`config.mk`:
```
export PLATFORM = sky130hd
export DESIGN_NAME = lu_sched_flat
export DESIGN_NICKNAME = d
export VERILOG_FILES = /design/src/rtl/lu_sched_if.sv /design/src/rtl/lu_sched.sv /design/src/flat_wrapper.sv
export SDC_FILE = /design/constraint.sdc
export NUM_CORES = 1
export LEC_CHECK = 0
export ABC_AREA = 1
export BUFFER_PORTS_ARGS = -buffer_cell sky130_fd_sc_hd__buf_2
export CORE_MARGIN = 2
export CORE_UTILIZATION = 60
export DETAILED_ROUTE_END_ITERATION = 6
export PLACE_DENSITY = 0.84
export SETUP_SLACK_MARGIN = 0.02
export SYNTH_ARGS = -nofsm -noshare
export SYNTH_HDL_FRONTEND = slang
export SYNTH_SLANG_ARGS = --single-unit
export TNS_END_PERCENT = 100
```
`constraint.sdc`:
```
create_clock -name clk -period 4.5 [get_ports clk]
set_clock_uncertainty 0.15 [all_clocks]
set_input_delay 0.675 -clock clk [delete_from_list [all_inputs] [get_ports clk]]
set_output_delay 0.675 -clock clk [all_outputs]
set_load 0.02 [all_outputs]
```
`src/rtl/lu_sched_if.sv`:
```
// Command/acknowledge bus between the LU scheduler and the LU datapath.
// The scheduler drives commands; the datapath returns ready and per-op ack.
interface lu_sched_if;
  logic       op_valid;
  logic       op_ready;
  logic [1:0] op_type;
  logic [7:0] k_idx;
  logic [7:0] i_idx;
  logic [7:0] j_idx;
  logic       ack;

  modport master (
    output op_valid, op_type, k_idx, i_idx, j_idx,
    input  op_ready, ack
  );

  modport slave (
    input  op_valid, op_type, k_idx, i_idx, j_idx,
    output op_ready, ack
  );
endinterface

```
`src/rtl/lu_sched.sv`:
```
// LU factorisation command scheduler: walks pivot, scale and update loops per
// column k, limiting in-flight datapath ops to MAX_OUT and draining between phases.
module lu_sched #(
  parameter int MAX_OUT = 4
) (
  input  logic        clk,
  input  logic        reset,
  input  logic        start,
  input  logic        abort,
  input  logic [7:0]  n_dim,
  lu_sched_if.master  op,
  output logic        busy,
  output logic        done,
  output logic        err
);

  typedef enum logic [2:0] {
    S_IDLE, S_PIVOT, S_DRAIN_P, S_SCALE, S_DRAIN_S, S_UPDATE, S_DRAIN_U, S_FIN
  } state_t;

  typedef enum logic [1:0] {
    OP_NONE   = 2'b00,
    OP_PIVOT  = 2'b01,
    OP_SCALE  = 2'b10,
    OP_UPDATE = 2'b11
  } op_t;

  localparam logic [3:0] MAX_OUT_C = 4'(MAX_OUT);

  state_t     state, state_nxt;
  logic [7:0] n_q, k_q, i_q, j_q;
  logic [3:0] outstanding;
  logic       ignore_ack;

  logic abort_now, start_ok, issuing, ack_cnt, valid, fire;
  logic last_i, last_j, drained, err_nxt;

  assign abort_now = abort && (state != S_IDLE);
  assign start_ok  = (state == S_IDLE) && start && (n_dim <= 8'd128);
  assign issuing   = (state == S_PIVOT) || (state == S_SCALE) || (state == S_UPDATE);
  // An ack only counts against a real in-flight op; a same-cycle ack frees a slot.
  assign ack_cnt   = op.ack && (outstanding != 4'd0);
  assign valid     = issuing && ((outstanding != MAX_OUT_C) || ack_cnt);
  assign fire      = valid && op.op_ready;
  assign last_i    = (i_q == n_q - 8'd1);
  assign last_j    = (j_q == n_q - 8'd1);
  assign drained   = (outstanding == 4'd0);
  // Acks left over from an aborted run are silently dropped until the next start.
  assign err_nxt   = !abort_now &&
                     (((state == S_IDLE) && start && (n_dim > 8'd128)) ||
                      (op.ack && (outstanding == 4'd0) && !ignore_ack));

  // NOTE: sequential state uses non-blocking assignments so every register
  // samples the pre-edge values of the others, independent of statement order.
  always_ff @(posedge clk or posedge reset) begin
    if (reset) state <= S_IDLE;
    else       state <= state_nxt;
  end

  always_comb begin
    state_nxt = state;
    if (abort_now) begin
      state_nxt = S_IDLE;
    end else begin
      case (state)
        S_IDLE:    if (start_ok) state_nxt = (n_dim < 8'd2) ? S_FIN : S_PIVOT;
        S_PIVOT:   if (fire) state_nxt = S_DRAIN_P;
        S_DRAIN_P: if (drained) state_nxt = S_SCALE;
        S_SCALE:   if (fire && last_i) state_nxt = S_DRAIN_S;
        S_DRAIN_S: if (drained) state_nxt = S_UPDATE;
        S_UPDATE:  if (fire && last_i && last_j) state_nxt = S_DRAIN_U;
        S_DRAIN_U: if (drained) state_nxt = (k_q < n_q - 8'd2) ? S_PIVOT : S_FIN;
        S_FIN:     state_nxt = S_IDLE;
        default:   state_nxt = S_IDLE;
      endcase
    end
  end

  always_ff @(posedge clk or posedge reset) begin
    if (reset) begin
      n_q         <= 8'd0;
      k_q         <= 8'd0;
      i_q         <= 8'd0;
      j_q         <= 8'd0;
      outstanding <= 4'd0;
      ignore_ack  <= 1'b0;
      err         <= 1'b0;
    end else begin
      err <= err_nxt;
      if (abort_now) begin
        k_q         <= 8'd0;
        i_q         <= 8'd0;
        j_q         <= 8'd0;
        outstanding <= 4'd0;
        ignore_ack  <= 1'b1;
      end else begin
        case ({fire, ack_cnt})
          2'b10:   outstanding <= outstanding + 4'd1;
          2'b01:   outstanding <= outstanding - 4'd1;
          default: outstanding <= outstanding;
        endcase

        if (start_ok) begin
          n_q        <= n_dim;
          k_q        <= 8'd0;
          i_q        <= 8'd1;
          j_q        <= 8'd1;
          ignore_ack <= 1'b0;
        end

        // i/j always restart at k+1, so the next phase finds them preloaded.
        case (state)
          S_SCALE: if (fire) begin
            if (last_i) begin
              i_q <= k_q + 8'd1;
              j_q <= k_q + 8'd1;
            end else begin
              i_q <= i_q + 8'd1;
            end
          end
          S_UPDATE: if (fire) begin
            if (last_j) begin
              j_q <= k_q + 8'd1;
              i_q <= i_q + 8'd1;
            end else begin
              j_q <= j_q + 8'd1;
            end
          end
          S_DRAIN_U: if (drained) begin
            k_q <= k_q + 8'd1;
            i_q <= k_q + 8'd2;
            j_q <= k_q + 8'd2;
          end
          default: ;
        endcase
      end
    end
  end

  // NOTE: every output gets a default first so no path through the block
  // leaves a value unassigned and infers a latch.
  always_comb begin
    op.op_valid = valid;
    op.op_type  = OP_NONE;
    op.k_idx    = 8'd0;
    op.i_idx    = 8'd0;
    op.j_idx    = 8'd0;
    busy        = (state != S_IDLE) && (state != S_FIN);
    done        = (state == S_FIN) && !abort_now;
    if (valid) begin
      case (state)
        S_PIVOT: begin
          op.op_type = OP_PIVOT;
          op.k_idx   = k_q;
          op.i_idx   = k_q;
          op.j_idx   = k_q;
        end
        S_SCALE: begin
          op.op_type = OP_SCALE;
          op.k_idx   = k_q;
          op.i_idx   = i_q;
          op.j_idx   = k_q;
        end
        S_UPDATE: begin
          op.op_type = OP_UPDATE;
          op.k_idx   = k_q;
          op.i_idx   = i_q;
          op.j_idx   = j_q;
        end
        default: ;
      endcase
    end
  end

endmodule

```
`src/flat_wrapper.sv`:
```
// flat-port wrapper written by rule: the top's interface ports become plain ports
module lu_sched_flat 
#(
  parameter int MAX_OUT = 4
)
  (clk, reset, start, abort, n_dim, busy, done, err, op_op_valid, op_op_type, op_k_idx, op_i_idx, op_j_idx, op_op_ready, op_ack);
  lu_sched_if op_i ();
  input  logic clk;
  input  logic reset;
  input  logic start;
  input  logic abort;
  input  logic [7:0] n_dim;
  output logic busy;
  output logic done;
  output logic err;
  output wire logic [$bits(op_i.op_valid)-1:0] op_op_valid;
  output wire logic [$bits(op_i.op_type)-1:0] op_op_type;
  output wire logic [$bits(op_i.k_idx)-1:0] op_k_idx;
  output wire logic [$bits(op_i.i_idx)-1:0] op_i_idx;
  output wire logic [$bits(op_i.j_idx)-1:0] op_j_idx;
  input wire logic [$bits(op_i.op_ready)-1:0] op_op_ready;
  input wire logic [$bits(op_i.ack)-1:0] op_ack;
  assign op_op_valid = op_i.op_valid;
  assign op_op_type = op_i.op_type;
  assign op_k_idx = op_i.k_idx;
  assign op_i_idx = op_i.i_idx;
  assign op_j_idx = op_i.j_idx;
  assign op_i.op_ready = op_op_ready;
  assign op_i.ack = op_ack;
  lu_sched #(.MAX_OUT(MAX_OUT)) u_core (.clk(clk), .reset(reset), .start(start), .abort(abort), .n_dim(n_dim), .op(op_i), .busy(busy), .done(done), .err(err));
endmodule
```
After elaboration in Yosys (flattened, before gate mapping)
Cells that the tools add are included.
Storage, ports and cells
  bits in registers: 41
  output and inout port bits: 30
  logic and storage cells: 115
Operators by class
  bitwise operators: 1
  order comparisons: 4
  reductions and logical operators: 31
  equality and inequality tests: 20
  $add $sub $neg: 8
  multiplexer cells: 43
Operator list (number)
  $mux W8: 22
  $pmux W8 S3: 2
  $pmux W8 S2: 2
  $mux W3: 10
  $add A8 B1 Y8 const B: 3
  $pmux W3 S8: 1
  $eq A8 B8 Y1: 2
  $ne A3 B1 Y1 const B: 5
  $logic_and A1 B1 Y1: 14
  $eq A3 B3 Y1 const B: 4
  $add A8 B2 Y8 const B: 1
  $gt A8 B8 Y1 const B: 1
  $le A8 B8 Y1 const B: 1
  $lt A8 B2 Y1 const B: 1
  $lt A8 B8 Y1: 1
  $pmux W4 S2: 1
  $sub A8 B1 Y8 const B: 1
  $sub A8 B2 Y8 const B: 1
  $reduce_and A7 Y1: 1
  $eq A3 B2 Y1 const B: 2
  $ne A3 B2 Y1 const B: 2
  $pmux W2 S3: 1
  $reduce_bool A3 Y1: 2
  $add A4 B1 Y4 const B: 1
  19 further kinds: 25

Depth between registers and ports, before layout
Gate-level depths: netlist of the first run.
  depth in word-level cells: 10
  mapped depth: 20
  mapped depth without buffers: 17

Worst setup path after synthesis of the first run
No wires, ideal clock.
  path type: reg2out
  from: register u_core.state[0]
  to: output port op_i_idx[0]
  data arrival time: 1.991 ns
  setup slack: 1.684 ns
  path buffers: 1
  stages on the path, launching flop included: 10
  cell sequence: dfrtp_1 -> buf_6 -> nand2_1 -> nor2_2 -> inv_1 -> nand2_2 -> inv_1 -> nor2_1 -> inv_1 -> o22ai_1
On the way
  longest elaborated chain between the ends: 5
  elaborated cells on any way between the ends: 9
  classes of those cells: 3 x eq/ne; 2 x mux; 4 x reduce/logical
Ends and longest elaborated chain
  start: declaration: line lu_sched.sv:30  | state_t state, state_nxt;
  start signal: assignment: line lu_sched.sv:57  | else state <= state_nxt;
  parallel branches: the longest is 4 deep, another holds $pmux W8 S2
  $mux W8 (*): line lu_sched.sv:150  | if (valid) begin
  end: declaration: line flat_wrapper.sv:19  | output wire logic [$bits(op_i.i_idx)-1:0] op_i_idx;
Mark *: on every way between the ends.

Worst setup path in the final report of the first run
  from: register u_core.state[0]
  to: output port op_i_idx[1]
Same word-level chain as after synthesis.

==> impl_metrics.ini, run 1 <==
[status]
status = finished clean

[synth]
syn_inst = 707
yosysWarnings = 0
yosys.area_share.xor_xnor_pct = 5.04
yosysSeqAreaShare_pct = 23.6
synth_compound_area_share_pct = 14.1
synth_nets = 738
synth_top_family_by_area = simple AND/OR/NAND/NOR gates
ys_ff_latch = 41
synthMuxAreaShare_pct = 0
synth.distinct_cells = 37
synthAdderAreaFrac_pct = 5.07
syn-cell-area_sq_um = 4350
avgSynthCellArea_sq_um = 6.15
yosys.area_share.simple_pct = 40.9

[clock_tree]
cts-root-buf = clkbuf_8
cts_tree = built
cts_max_path_buffers = 2
clk-insertion-delay-late_ns = 0.31
htreeDepth = 2
clkTransAtPathRegs_ns = 0.10
cts_resized = 0
hold_buffers = 0
post-cts-setup-buffer-count = 0
cts_num_sinks = 41
numCtsBuffers = 5

[power_and_ir_drop]
vdd_drop_max_uv = 334
net-switching-power_mw = 1.66
swShare_pct = 57.5
powerDensity_nw_per_um2 = 615
combPwrFrac_pct = 64.9
sequentialPowerShare_pct = 23.9
p_clk_share_pct = 11.2
leakage_nw = 2.38
p_int_mw = 1.23

[setup_path]
rr_endpoint = u_core.outstanding[3]
crit_fanout = 10
cp-endpoint = op_i_idx[1]
cp.arrival_ns = 2.63
r2r_slack_ns = 1.08
critPathCaptureType = primary output
critical_path_class = reg -> out
rr_startpoint = u_core.state[2]
critPathLaunchType = register
cp-startpoint = u_core.state[0]
required_ns = 3.67
r2r_cells = 14

[timing]
grt_setup_unrepaired = no
setup_violations = 0
tightest_slew_ns = 0.773
min_period_over_period_pct = 76.7
hold_viol = 0
fin_setup_tns_ns = 0
relSlewSlack_pct = 48.4
slew_viol_final = 0
max_clock_freq_ghz = 0.290
fin_crit_ns = 3.45

[detailed_routing]
route.detailed.drc = 0
avgRoutedWirePerCell_um = 18.6
vias_per_cell = 5.99
drt-initial-drc-count = 458
drt-total-wl_um = 15600
first_pass_iters = 5
via_count = 5028
drtAntennaViolNets = 0

[cells_and_area]
fin_cells = 840
fin_nets = 771
drive_gt1_share_pct = 12.3
syn2layout_area_growth_pct = 8.09
diodes = 0

[global_route]
grt_max_degree = 42
grt_pass1_wl_um = 24500
grt-ovfl-total = 0
gr-usage-met1_pct = 53.3
busiest_layer = met2
use_met3_pct = 8.96
first_global_vias = 4838
antenna_found_initial = 0
grtUsageTotal_pct = 40.9
met2_usage_pct = 64.5

[job]
drv_cap = 0

[floorplan]
io_pins = 44
die_w_um = 89.1
start_util_pct = 60.9
die_area_sq_um = 7940
core-area_sq_um = 7140
die_height_um = 89.1
rows = 31

[placed_design]
dpl.hpwl_um = 11900
placed_cells = 832
place_congestion = 1.02
portBuffers = 43

[worst_hold_path]
min_path_type = in -> async
==> through the flow <==
stage	utilization [%]	instance area [sq um]	hold WS [ns]	worst slack, ns	power (mW)
CTS	65.8	4700	0.369	1.10	2.82
finish	65.8	4700	0.347	1.05	2.89
detailed placement	64.3	4590	0.396	1.08	2.50
floorplan	-	4350	0.328	1.68	2.05
global placement	64.3	4590	0.378	1.12	2.45
global route	65.8	4700	0.407	0.858	3.10
==> cell type report <==
type / count / area [sq um]
multi-input cells: 547 / 2830
clock inverters: 2 / 38.8
well taps: 99 / 124
inverters: 99 / 372
clock buffers: 6 / 72.6
flip-flops and latches: 41 / 1030
repair buffers: 46 / 238
fillers: 708 / 2440
==> worst max-delay path, cell delays in order (launching register included) <==
cell	delay (ns)
dfrtp_1	0.55
nand2_1	0.16
nor2_2	0.39
inv_1	0.17
nand2_2	0.15
inv_1	0.08
nor2_1	0.12
inv_1	0.25
o22ai_1	0.24
buf_2	0.20
==> logic make-up after synthesis <==
| logic type | Yosys count |
|---|---|
| flip-flops | 41 |
| adder cells (fa/ha/maj) | 17 |
| AND/OR/NAND/NOR | 393 |
| XOR/XNOR | 25 |
| AO/OA/AOI/OAI | 112 |
| buffers and inverters | 119 |
==> power groups by stage <==
stage	Clock [mW]	Combinational (mW)	Sequential, mW
2_1_floorplan	0	1.44	0.606
3_3_place_gp	0	1.76	0.685
3_5_place_dp	0	1.82	0.686
4_1_cts	0.318	1.82	0.680
5_1_grt	0.331	2.07	0.700
6_report	0.323	1.87	0.690
==> state kept, by name, summed over array words and instances (netlist names) <==
signal,cells
u_core.n_q,8
u_core.err,1
u_core.outstanding,4
u_core.i_q,8
u_core.j_q,8
u_core.ignore_ack,1
u_core.k_q,8
u_core.state,3
==> Yosys cell counts, drive strengths merged <==
cell,n,share of area (%)
o21bai,2,0.35
o21ai,36,4.2
nand3b,3,0.52
clkbuf,7,0.60
nor3,8,1.2
inv,97,8.4
a21oi,50,5.8
nand3,87,10
a31oi,1,0.14
ha,16,4.6
dfrtp,41,24
nor2,78,8.6
and3,1,0.17
nand4,9,1.3
xnor2,6,1.2
nand2,207,19
buf,13,2.2
o31ai,2,0.35
o22ai,16,2.3
a21o,1,0.17
fa,1,0.46
o32ai,2,0.40
o211ai,2,0.35
clkinv,2,0.17
xor2,19,3.8
==> worst min path at each step <==
stage / start / to / slack [ns] / depth (start not counted)
final: reset / u_core.state[2] / 0.35 / 3
after global routing: reset / u_core.state[1] / 0.41 / 3
after CTS: reset / u_core.state[2] / 0.37 / 3
after detailed placement: u_core.ignore_ack / u_core.ignore_ack / 0.40 / 2
after global placement: u_core.n_q[1] / u_core.n_q[1] / 0.38 / 2
after floorplan: u_core.n_q[1] / u_core.n_q[1] / 0.33 / 2
==> cell usage in the layout, fill, tap and decap left out, drive strengths merged, types with 3 or more instances in the layout <==
master	n
ha	16
clkbuf	6
nand4	9
nand2	207
a21oi	50
inv	96
buf	46
o21ai	36
nand3	87
nand3b	3
nor3	8
nor2	78
xnor2	6
xor2	19
o22ai	16
dfrtp	41
clkinv	4
==> layer usage <==
metal / routed length, um / vias to the layer above
met2: 7080 / 297
met3: 1650 / 55
met1: 6210 / 2314
li1: - / 2362
met4: 667 / 0
met5: 0 / -
(Power assumes the default switching activity.)
==> run 2: changes to the inputs <==
==> constraint.sdc (replaced) <==
create_clock -name clk -period 3.25 [get_ports clk]
set_clock_uncertainty 0.15 [all_clocks]
set_input_delay 0.4875 -clock clk [delete_from_list [all_inputs] [get_ports clk]]
set_output_delay 0.4875 -clock clk [all_outputs]
set_load 0.02 [all_outputs]
==> run 2 against run 1 <==
Power rose by 39%. Sequential cell count did not move. Largest power group unchanged. Sequential power rose by 37%. Worst hold slack got worse by 0.20 ns. Count of clock-buffer cells in the layout fell by 1. Register-to-register slack got worse by 0.65 ns. Final cell count rose by 0.83%. Non-clock buffer count rose by 7. Utilization rose by 0.81 points. Die area did not move.
==> impl_metrics.ini, run 2 (synthesized netlist as in run 1, its figures left out) <==
[clock_tree]
cts_resized = 0
numCtsBuffers = 5
htreeDepth = 2
cts_tree = built
hold_buffers = 0
clkTransAtPathRegs_ns = 0.10
cts_max_path_buffers = 2
post-cts-setup-buffer-count = 0
clk-insertion-delay-late_ns = 0.31
cts_num_sinks = 41
cts-root-buf = clkbuf_8

[power_and_ir_drop]
vdd_drop_max_uv = 541
leakage_nw = 2.42
swShare_pct = 56.8
net-switching-power_mw = 2.28
powerDensity_nw_per_um2 = 844
p_clk_share_pct = 11.1
p_int_mw = 1.73
combPwrFrac_pct = 65.4
sequentialPowerShare_pct = 23.5

[setup_path]
cpPeakStageDelay_ns = 0.45
cp.arrival_ns = 2.43
critPathCaptureType = primary output
required_ns = 2.61
critPathLaunchType = register
crit_fanout = 13
path_cells = inv_2 -> nand2_2 -> nand2_1 -> nand2_1 -> buf_4 -> nor2_1 -> inv_1 -> o22ai_1 -> buf_2
crit_top_cell = nand2_1
cpMaxStageDelayCell = dfrtp_1
critical_path_class = reg -> out

[timing]
fin_setup_tns_ns = 0
tightest_slew_ns = 1.10
grt_setup_unrepaired = no
slew_viol_final = 0
relSlewSlack_pct = 25.9
fin_crit_ns = 3.06
hold_viol = 0
min_period_over_period_pct = 94.3
max_clock_freq_ghz = 0.326
setup_violations = 0

[global_route]
grt_pass1_wl_um = 24300
grt-ovfl-total = 0
grtUsageTotal_pct = 40.8
first_global_vias = 4684
antenna_found_initial = 0
grt_max_degree = 29

[detailed_routing]
via_count = 5100
first_pass_iters = 6
vias_per_cell = 6.02
drtAntennaViolNets = 0
route.detailed.drc = 0
drt-total-wl_um = 15500
drt-initial-drc-count = 789
avgRoutedWirePerCell_um = 18.3

[floorplan]
rows = 31
die_height_um = 89.1
die_area_sq_um = 7940
core-area_sq_um = 7140
die_w_um = 89.1
start_util_pct = 60.9
io_pins = 44

[cells_and_area]
fillers = 706
diodes = 0
fin_nets = 778
layout_commonest_cell = nand2_1
final_cell_mix = nand2_1 (196), inv_1 (87), nand3_1 (85)
drive_gt1_share_pct = 13.4
stdcell_area_sq_um = 4750
syn2layout_area_growth_pct = 9.42

[placed_design]
place_congestion = 1.03
dpl.hpwl_um = 12100
dpl-instance-area_sq_um = 4640
portBuffers = 43

[worst_hold_path]
min_path_type = in -> async

[job]
drv_cap = 0

[status]
status = finished clean
## run 2: worst paths after layout
path	start	to	slack [ns]	cells after the start
max	u_core.state[2]	op_i_idx[1]	0.19	9
min	reset	u_core.err	0.15	2
max reg2reg	u_core.n_q[2]	u_core.state[2]	0.43	16
min reg2reg	u_core.n_q[1]	u_core.n_q[1]	0.39	2
max in group asynchronous	reset	u_core.i_q[2]	2.06	3
min in group clk	n_dim[3]	u_core.n_q[3]	0.25	3
## run 2: per-stage QoR
step                      util (%)  power, mW  hold slack (ns)  worst slack (ns)  cells
after global placement        65.0       3.42            0.357             0.537    839
after floorplan                  -       2.83            0.328             0.621    707
after detailed placement      65.0       3.49            0.357             0.475    839
final                         66.6       4.01            0.150             0.186    847
after CTS                     66.6       3.94            0.174             0.171    847
after global routing          66.6       4.34            0.207            0.0428    847
## run 2: power groups by stage
stage	clock, mW	combinational [mW]	sequential (mW)
finish	0.444	2.62	0.943
global route	0.472	2.90	0.965
CTS	0.446	2.56	0.931
detailed placement	0	2.54	0.941
global placement	0	2.48	0.938
floorplan	0	1.99	0.838
## run 2: layout make-up
class	count	area (sq um)	area share, %
clock inverters	3	46.3	0.974
flip-flops and latches	41	1030	21.6
inverters	99	372	7.82
multi-input cells	547	2830	59.4
well taps	99	124	2.61
repair buffers	53	290	6.11
clock buffers	5	68.8	1.45
## run 2: worst max-delay path, delay by kind of cell, from the launching register on
family | cells | cell delay, ns
buffers and inverters | 4 | 0.80
DFF | 1 | 0.45
AOI/OAI and AO/OA | 1 | 0.24
and+or+nand+nor | 4 | 0.63
## run 2: per-layer routing
layer  GRT usage (%)  up-vias  wire (um)  part of all wire [%]
met2            66.3      327       7130                    46
met4            20.1        0        869                   5.6
met5               0        -          0                     0
met3            6.37       78       1490                   9.6
met1            52.9     2329       6040                    39
li1                -     2366          -                     -
